File: config.mk
export PLATFORM = sky130hd
export DESIGN_NAME = babbage_diff_engine_flat
export DESIGN_NICKNAME = d
export VERILOG_FILES = /design/src/rtl/babbage_diff_engine_if.sv /design/src/rtl/babbage_diff_engine.sv /design/src/flat_wrapper.sv
export SDC_FILE = /design/constraint.sdc
export NUM_CORES = 1
export LEC_CHECK = 0
export BUFFER_PORTS_ARGS = -buffer_cell sky130_fd_sc_hd__buf_2
export CAP_MARGIN = 20
export CORE_MARGIN = 3
export CORE_UTILIZATION = 60
export DETAILED_ROUTE_END_ITERATION = 16
export GPL_TIMING_DRIVEN = 0
export PLACE_DENSITY = 0.77
export SYNTH_ARGS = -nofsm -noshare
export SYNTH_HDL_FRONTEND = slang
export SYNTH_SLANG_ARGS = --single-unit
export TNS_END_PERCENT = 1
File: constraint.sdc
create_clock -name iCLK -period 3.05 [get_ports iCLK]
set_input_delay 0.4575 -clock iCLK [delete_from_list [all_inputs] [get_ports iCLK]]
set_output_delay 0.4575 -clock iCLK [all_outputs]
set_load 0.02 [all_outputs]
File: src/rtl/babbage_diff_engine_if.sv
`default_nettype none
// +--------------------------------------------------------------------------+
// | babbage_diff_engine_if : load/start/step bus of the difference engine    |
// | Rev 1.0                                                                  |
// +--------------------------------------------------------------------------+
interface babbage_diff_engine_if #(
   parameter int W  = 18,
   parameter int NW = 6
);
   logic          iLOAD;
   logic [2:0]    iSEL;
   logic [W-1:0]  iDATA;
   logic          iSTART;
   logic [NW-1:0] iN;
   logic          iABORT;
   logic          oREADY;
   logic          oDONE;
   logic          oSTEP_VALID;
   logic [W-1:0]  oF;
   logic          oOVF;

   modport master (
      output iLOAD, iSEL, iDATA, iSTART, iN, iABORT,
      input  oREADY, oDONE, oSTEP_VALID, oF, oOVF
   );

   modport slave (
      input  iLOAD, iSEL, iDATA, iSTART, iN, iABORT,
      output oREADY, oDONE, oSTEP_VALID, oF, oOVF
   );
endinterface
`default_nettype wire

File: src/rtl/babbage_diff_engine.sv
`default_nettype none
// +--------------------------------------------------------------------------+
// | babbage_diff_engine : finite-difference polynomial evaluator, degree DEG |
// | Optional macro BABBAGE_SIGNED_EN selects two's-complement overflow.      |
// | Rev 1.0                                                                  |
// +--------------------------------------------------------------------------+
module babbage_diff_engine #(
   parameter int W   = 18,
   parameter int NW  = 6,
   parameter int DEG = 3
) (
   input  wire logic             iCLK,
   input  wire logic             iRESET_N,
   babbage_diff_engine_if.slave  bus
);
   typedef enum logic [1:0] {
      S_IDLE = 2'd0,
      S_CALC = 2'd1,
      S_DONE = 2'd2
   } state_t;

   state_t        r_state;
   state_t        w_next;
   logic [W-1:0]  r_c [DEG+1];
   logic [W-1:0]  r_d [DEG+1];
   logic [W-1:0]  w_sum [DEG];
   logic [DEG-1:0] w_ovf_k;
   logic [NW-1:0] r_n;
   logic          r_ovf;
   logic          r_step_valid;
   logic          w_start;
   logic          w_step;

   // One adder per cascade stage, each fed by pre-edge register values.
   generate
      for (genvar k = 0; k < DEG; k++) begin : g_add
`ifdef BABBAGE_SIGNED_EN
         assign w_sum[k]   = r_d[k] + r_d[k+1];
         assign w_ovf_k[k] = (r_d[k][W-1] == r_d[k+1][W-1]) &&
                             (w_sum[k][W-1] != r_d[k][W-1]);
`else
         logic [W:0] w_full;
         assign w_full     = {1'b0, r_d[k]} + {1'b0, r_d[k+1]};
         assign w_sum[k]   = w_full[W-1:0];
         assign w_ovf_k[k] = w_full[W];
`endif
      end
   endgenerate

   always_ff @(posedge iCLK or negedge iRESET_N) begin
      if (!iRESET_N) begin
         r_state <= S_IDLE;
      end else begin
         r_state <= w_next;
      end
   end

   always_comb begin
      w_next  = S_IDLE;
      w_start = 1'b0;
      w_step  = 1'b0;
      case (r_state)
         S_IDLE: begin
            if (bus.iSTART) begin
               w_start = 1'b1;
               w_next  = S_CALC;
            end else begin
               w_next  = S_IDLE;
            end
         end
         S_CALC: begin
            if (bus.iABORT) begin
               w_next = S_IDLE;
            end else if (r_n == '0) begin
               w_next = S_DONE;
            end else begin
               w_step = 1'b1;
               w_next = S_CALC;
            end
         end
         S_DONE:  w_next = S_IDLE;
         default: w_next = S_IDLE;
      endcase
   end

   // Start takes priority over a same-cycle load, so d copies the old c.
   always_ff @(posedge iCLK or negedge iRESET_N) begin
      if (!iRESET_N) begin
         for (int k = 0; k <= DEG; k++) begin
            r_c[k] <= '0;
            r_d[k] <= '0;
         end
         r_n          <= '0;
         r_ovf        <= 1'b0;
         r_step_valid <= 1'b0;
      end else begin
         r_step_valid <= w_step;
         if (w_start) begin
            for (int k = 0; k <= DEG; k++) begin
               r_d[k] <= r_c[k];
            end
            r_n   <= bus.iN;
            r_ovf <= 1'b0;
         end else if ((r_state == S_IDLE) && bus.iLOAD) begin
            for (int k = 0; k <= DEG; k++) begin
               if (bus.iSEL == 3'(k)) begin
                  r_c[k] <= bus.iDATA;
               end
            end
         end
         if (w_step) begin
            for (int k = 0; k < DEG; k++) begin
               r_d[k] <= w_sum[k];
            end
            r_n <= r_n - 1'b1;
            if (|w_ovf_k) begin
               r_ovf <= 1'b1;
            end
         end
      end
   end

   assign bus.oREADY      = (r_state == S_IDLE);
   assign bus.oDONE       = (r_state == S_DONE);
   assign bus.oSTEP_VALID = r_step_valid;
   assign bus.oF          = r_d[0];
   assign bus.oOVF        = r_ovf;
endmodule
`default_nettype wire

File: src/flat_wrapper.sv
// flat-port wrapper written by rule: the top's interface ports become plain ports
module babbage_diff_engine_flat 
#(
   parameter int W   = 18,
   parameter int NW  = 6,
   parameter int DEG = 3
)
  (iCLK, iRESET_N, bus_iLOAD, bus_iSEL, bus_iDATA, bus_iSTART, bus_iN, bus_iABORT, bus_oREADY, bus_oDONE, bus_oSTEP_VALID, bus_oF, bus_oOVF);
  babbage_diff_engine_if #(.W(W), .NW(NW)) bus_i ();
  input  wire logic iCLK;
  input  wire logic iRESET_N;
  input wire logic [$bits(bus_i.iLOAD)-1:0] bus_iLOAD;
  input wire logic [$bits(bus_i.iSEL)-1:0] bus_iSEL;
  input wire logic [$bits(bus_i.iDATA)-1:0] bus_iDATA;
  input wire logic [$bits(bus_i.iSTART)-1:0] bus_iSTART;
  input wire logic [$bits(bus_i.iN)-1:0] bus_iN;
  input wire logic [$bits(bus_i.iABORT)-1:0] bus_iABORT;
  output wire logic [$bits(bus_i.oREADY)-1:0] bus_oREADY;
  output wire logic [$bits(bus_i.oDONE)-1:0] bus_oDONE;
  output wire logic [$bits(bus_i.oSTEP_VALID)-1:0] bus_oSTEP_VALID;
  output wire logic [$bits(bus_i.oF)-1:0] bus_oF;
  output wire logic [$bits(bus_i.oOVF)-1:0] bus_oOVF;
  assign bus_i.iLOAD = bus_iLOAD;
  assign bus_i.iSEL = bus_iSEL;
  assign bus_i.iDATA = bus_iDATA;
  assign bus_i.iSTART = bus_iSTART;
  assign bus_i.iN = bus_iN;
  assign bus_i.iABORT = bus_iABORT;
  assign bus_oREADY = bus_i.oREADY;
  assign bus_oDONE = bus_i.oDONE;
  assign bus_oSTEP_VALID = bus_i.oSTEP_VALID;
  assign bus_oF = bus_i.oF;
  assign bus_oOVF = bus_i.oOVF;
  babbage_diff_engine #(.W(W), .NW(NW), .DEG(DEG)) u_core (.iCLK(iCLK), .iRESET_N(iRESET_N), .bus(bus_i));
endmodule
### Yosys cells after proc, flatten, opt, wreduce, memory -nomap -nowiden

Cells that the tools add are included.

* input bits: 32
* bits in registers: 154
* output and inout port bits: 22
* word-level logic and storage cells: 48

* bitwise operators: 1
* reduce and logical (&&, ||, !) cells: 10
* add/sub/neg operators: 4
* eq/ne operators: 5
* multiplexer cells: 16

Operators with widths (number)
* $mux 72: 1
* $add 18x18->19: 3
* $mux 54: 1
* $mux 6: 2
* $reduce_and 3->1: 4
* $mux 1: 9
* $eq 3x2->1 const B: 2
* $logic_not 6->1: 1
* $sub 6x1->6 const B: 1
* $mux 2: 2
* $pmux 2 s2: 1
* $eq 3x1->1 const B: 1
* $logic_not 3->1: 1
* $reduce_or 3->1: 1
* $eq 2x1->1 const B: 1
* $eq 2x2->1 const B: 1
* $logic_not 2->1: 1
* $reduce_bool 2->1: 1
* $logic_and 1x1->1: 1
* $not 1->1: 1

### Logic depth before layout (Yosys ltp)

* word-level depth: 5
* depth in mapped cells: 10
* gate-level depth less buffers: 10

### Worst setup path after synthesis

Ideal clock, no wire load.

* kind: reg-to-reg
* from: register u_core.r_d, in the netlist u_core.bus.oF[0]
* to: register u_core.r_d, in the netlist u_core.bus.oF[16]
* buffers on the path: 0
* path slack: 0.635 ns
* clock period less this slack: 2.415 ns
* cell stages (with the launch flop): 10
* data arrival time: 2.283 ns
* cell sequence: dfrtp_1 -> ha_1 -> fa_1 -> a21o_1 -> a21boi_1 -> o211ai_1 -> a31oi_2 -> o211ai_2 -> a2111oi_2 -> nor3_1

* longest elaborated chain between the ends: 2

Ends and longest elaborated chain
* from (decl): line babbage_diff_engine.sv:25 `logic [W-1:0] r_d [DEG+1];`
* from (signal, indexed assignment): line babbage_diff_engine.sv:100 `r_d[k] <= r_c[k];`
* from (signal, indexed assignment): line babbage_diff_engine.sv:113 `r_d[k] <= w_sum[k];`
* $add 18x18->19: line babbage_diff_engine.sv:43 `assign w_full = {1'b0, r_d[k]} + {1'b0, r_d[k+1]};`
* $mux 54: line babbage_diff_engine.sv:111 `if (w_step) begin`

Every way passes these cells.
A chain may end at the register's enable or synchronous reset.

### Worst setup path in the final report

* from: register u_core.r_d[36] (netlist bit)
* to: register u_core.r_d, in the netlist u_core.bus.oF[16]

The elaborated chain is that of the path after synthesis.

==> metrics <==
number of global-route vias before repair=7095; critical path's slowest cell=fa_1; critical path class=flip-flop to flip-flop; GRT overflow=0; number of nets in the layout=1105; leading area contributor after synthesis=dfrtp_1; CTS resizes=0; sequential element share of the synthesized area=0.429; drt wl/cell=20.0 um; RD Place Congestion=0.954; GRT Util Overall=0.304; largest net degree at the start of global routing=97; Setup WS pre-CTS=336 ps; Crit path max-delay family=compound AO/OA/AOI/OAI gates; PwrDens=1130 nW/um^2; Max-Cap Viols=0; ANT nets after route=0; die area=16500 um^2; net count after synthesis=1032; synth-to-layout area growth=12.4%; initial antenna violation count=0; Synth cell types=74; die height=128 um; CTS tree=yes; peak supply drop=0.000610 V; critical path depth=9; global-route wire length before repair=38000 um; Antenna Cells=0; Layout fillers=1166; final critical-path share of the clock period=0.905; clk_skew=6.64 ps; failing checks=negative hold slack; share of layout cells above drive strength 1=0.181; Die Wd=128 um; Post-synth EDFFs=0; Initial Util=0.616; most area-consuming cells after synthesis=dfrtp_1 (43%), nand2_1 (8.7%), ha_1 (7.8%); mapped cell area=8980 um^2; share of the synthesized area in the top cell type=0.429; Synth Area per Inst=9.55 um^2; Peak Freq=0.362 GHz; post-DP HPWL=17200 um; max incr delay on CP=450 ps; clock slew at reported path FFs=60 ps; CP Buf/Inv Count=0; register area=3850 um^2; Hold Path Class=input pin to asynchronous set/reset pin; count leader, synth=nand2_1; total CTS buffers=17; endpoints failing hold=3; RSZ-0062 raised after global routing=false; min cycle time layout=2760 ps; Top FF cell, synth=dfrtp_1; H-tree Lvls=4; area of the multi-input gates=4710 um^2; Gate Count Post-Synth=941; DRT iter0 DRCs=720; TritonRoute pass-1 iters=5; Bufs on Longest Clock Path=2; Synth warnings=0; worst-margin pin slew=906 ps; root buf cell=clkbuf_16; # IOs=54; outcome=finished, violations left; CP Launch Type=flip-flop; Vias/cell=6.21; drt total wl=24200 um; Reg2Reg Depth=9; CP Cell Sequence=ha_1 -> fa_1 -> a21o_1 -> a21boi_1 -> o211ai_1 -> a31oi_2 -> o211ai_2 -> a2111oi_2 -> nor3_1; CTS sink cnt=154; relative slew slack=0.396; CP endpoint kind=flip-flop; Leak=4.94 nW; ys async rst share=1.00; CTS hold repair buffers=0; Worst-Skew Late Latency=430 ps; Final setup violation count=0; synthesis-stage register bit count=154; Hold Slack=-8.59 ps; synth cell count leaders=nand2_1 (209), dfrtp_1 (154), ha_1 (56), nor2_1 (56), a21oi_1 (50); Final WS setup=290 ps; Post-CTS Setup Inserts=0; Pins Over Slew Limit=0; DR vias=7503; drt drc=0; maximum fanout along the worst path=4; Core Box Area=14600 um^2; CP required=3360 ps; IO Port Bufs=53; Rows=44; Layout Utilization=0.692; Data arrival, critical path=3070 ps
## sequential cells by signal, indices dropped and copies added (netlist names)
signal / count
u_core.r_d: 54
u_core.r_c: 72
u_core.r_state: 2
u_core.bus.oOVF: 1
u_core.r_n: 6
u_core.bus.oSTEP_VALID: 1
u_core.bus.oF: 18
## routing by layer
metal / share of wire / wire [um] / track usage / vias up
li1: - / - / - / 3474
met1: 0.43 / 10500 / 0.423 / 3613
met2: 0.44 / 10600 / 0.459 / 349
met3: 0.092 / 2220 / 0.0739 / 67
met4: 0.036 / 862 / 0.126 / 0
met5: 0 / 0 / 0 / -
## cell usage in the layout (no fill, tap or decap), drive strengths merged, types with 7 or more instances in the layout
cell      n
o31ai     7
nor3      9
and3     12
a21o     17
nand2   209
a31oi    34
nor4      9
nor2     59
clkbuf   39
dfrtp   154
xor2     10
inv      22
a21oi    53
mux2     72
a211oi   10
xnor2    22
o21ai    41
ha       56
nand3    15
buf      90
a22oi     7
## report_power, final
| part | switching, W | total (W) | internal (W) |
|---|---|---|---|
| registers | 0.000699 | 0.00351 | 0.00282 |
| clock network | 0.000843 | 0.00211 | 0.00127 |
| logic | 0.00329 | 0.00576 | 0.00247 |
| total | 0.00484 | 0.0114 | 0.00655 |
## area by class of cell
type	count	area share
Tap cell	184	0.0228
Sequential cell	154	0.382
Multi-Input combinational cell	714	0.467
Buffer	54	0.0340
Clock inverter	9	0.0113
Inverter	19	0.00706
Timing Repair Buffer	54	0.0296
Clock buffer	21	0.0466
## cells by family after synthesis
family	synth area share
adder cells (fa/ha/maj)	0.0847
multiplexers	0.0947
AO/OA/AOI/OAI	0.154
AND/OR/NAND/NOR	0.161
buffers and inverters	0.0461
XOR/XNOR	0.0312
flip-flops	0.429
## metrics by stage
stage	total power (W)	cell area [um^2]	hold WS, ps	instances	TNS (ps)
final	0.0114	10100	-8.59	1209	0
after CTS	0.0113	10100	12.0	1209	0
after floorplan	0.00774	8980	162	941	0
after global placement	0.00893	9480	439	1178	-121150
after global routing	0.0122	10100	22.5	1209	0
after detailed placement	0.00910	9510	449	1179	0
## path summary, 6_finish.rpt
| kind | start | to | slack (ps) |
|---|---|---|---|
| worst min register to register | u_core.r_c[3] | u_core.r_d[3] | 450 |
| min in group iCLK | bus_iN[2] | u_core.r_n[2] | 260 |
| worst max register to register | u_core.r_d[36] | u_core.bus.oF[16] | 290 |
| worst min-delay path | iRESET_N | u_core.r_d[18] | -9 |
| worst max-delay path | u_core.r_d[36] | u_core.bus.oF[16] | 290 |
| max in group asynchronous | iRESET_N | u_core.r_c[66] | 2200 |
No activity file was read; power rests on OpenSTA's default activity.
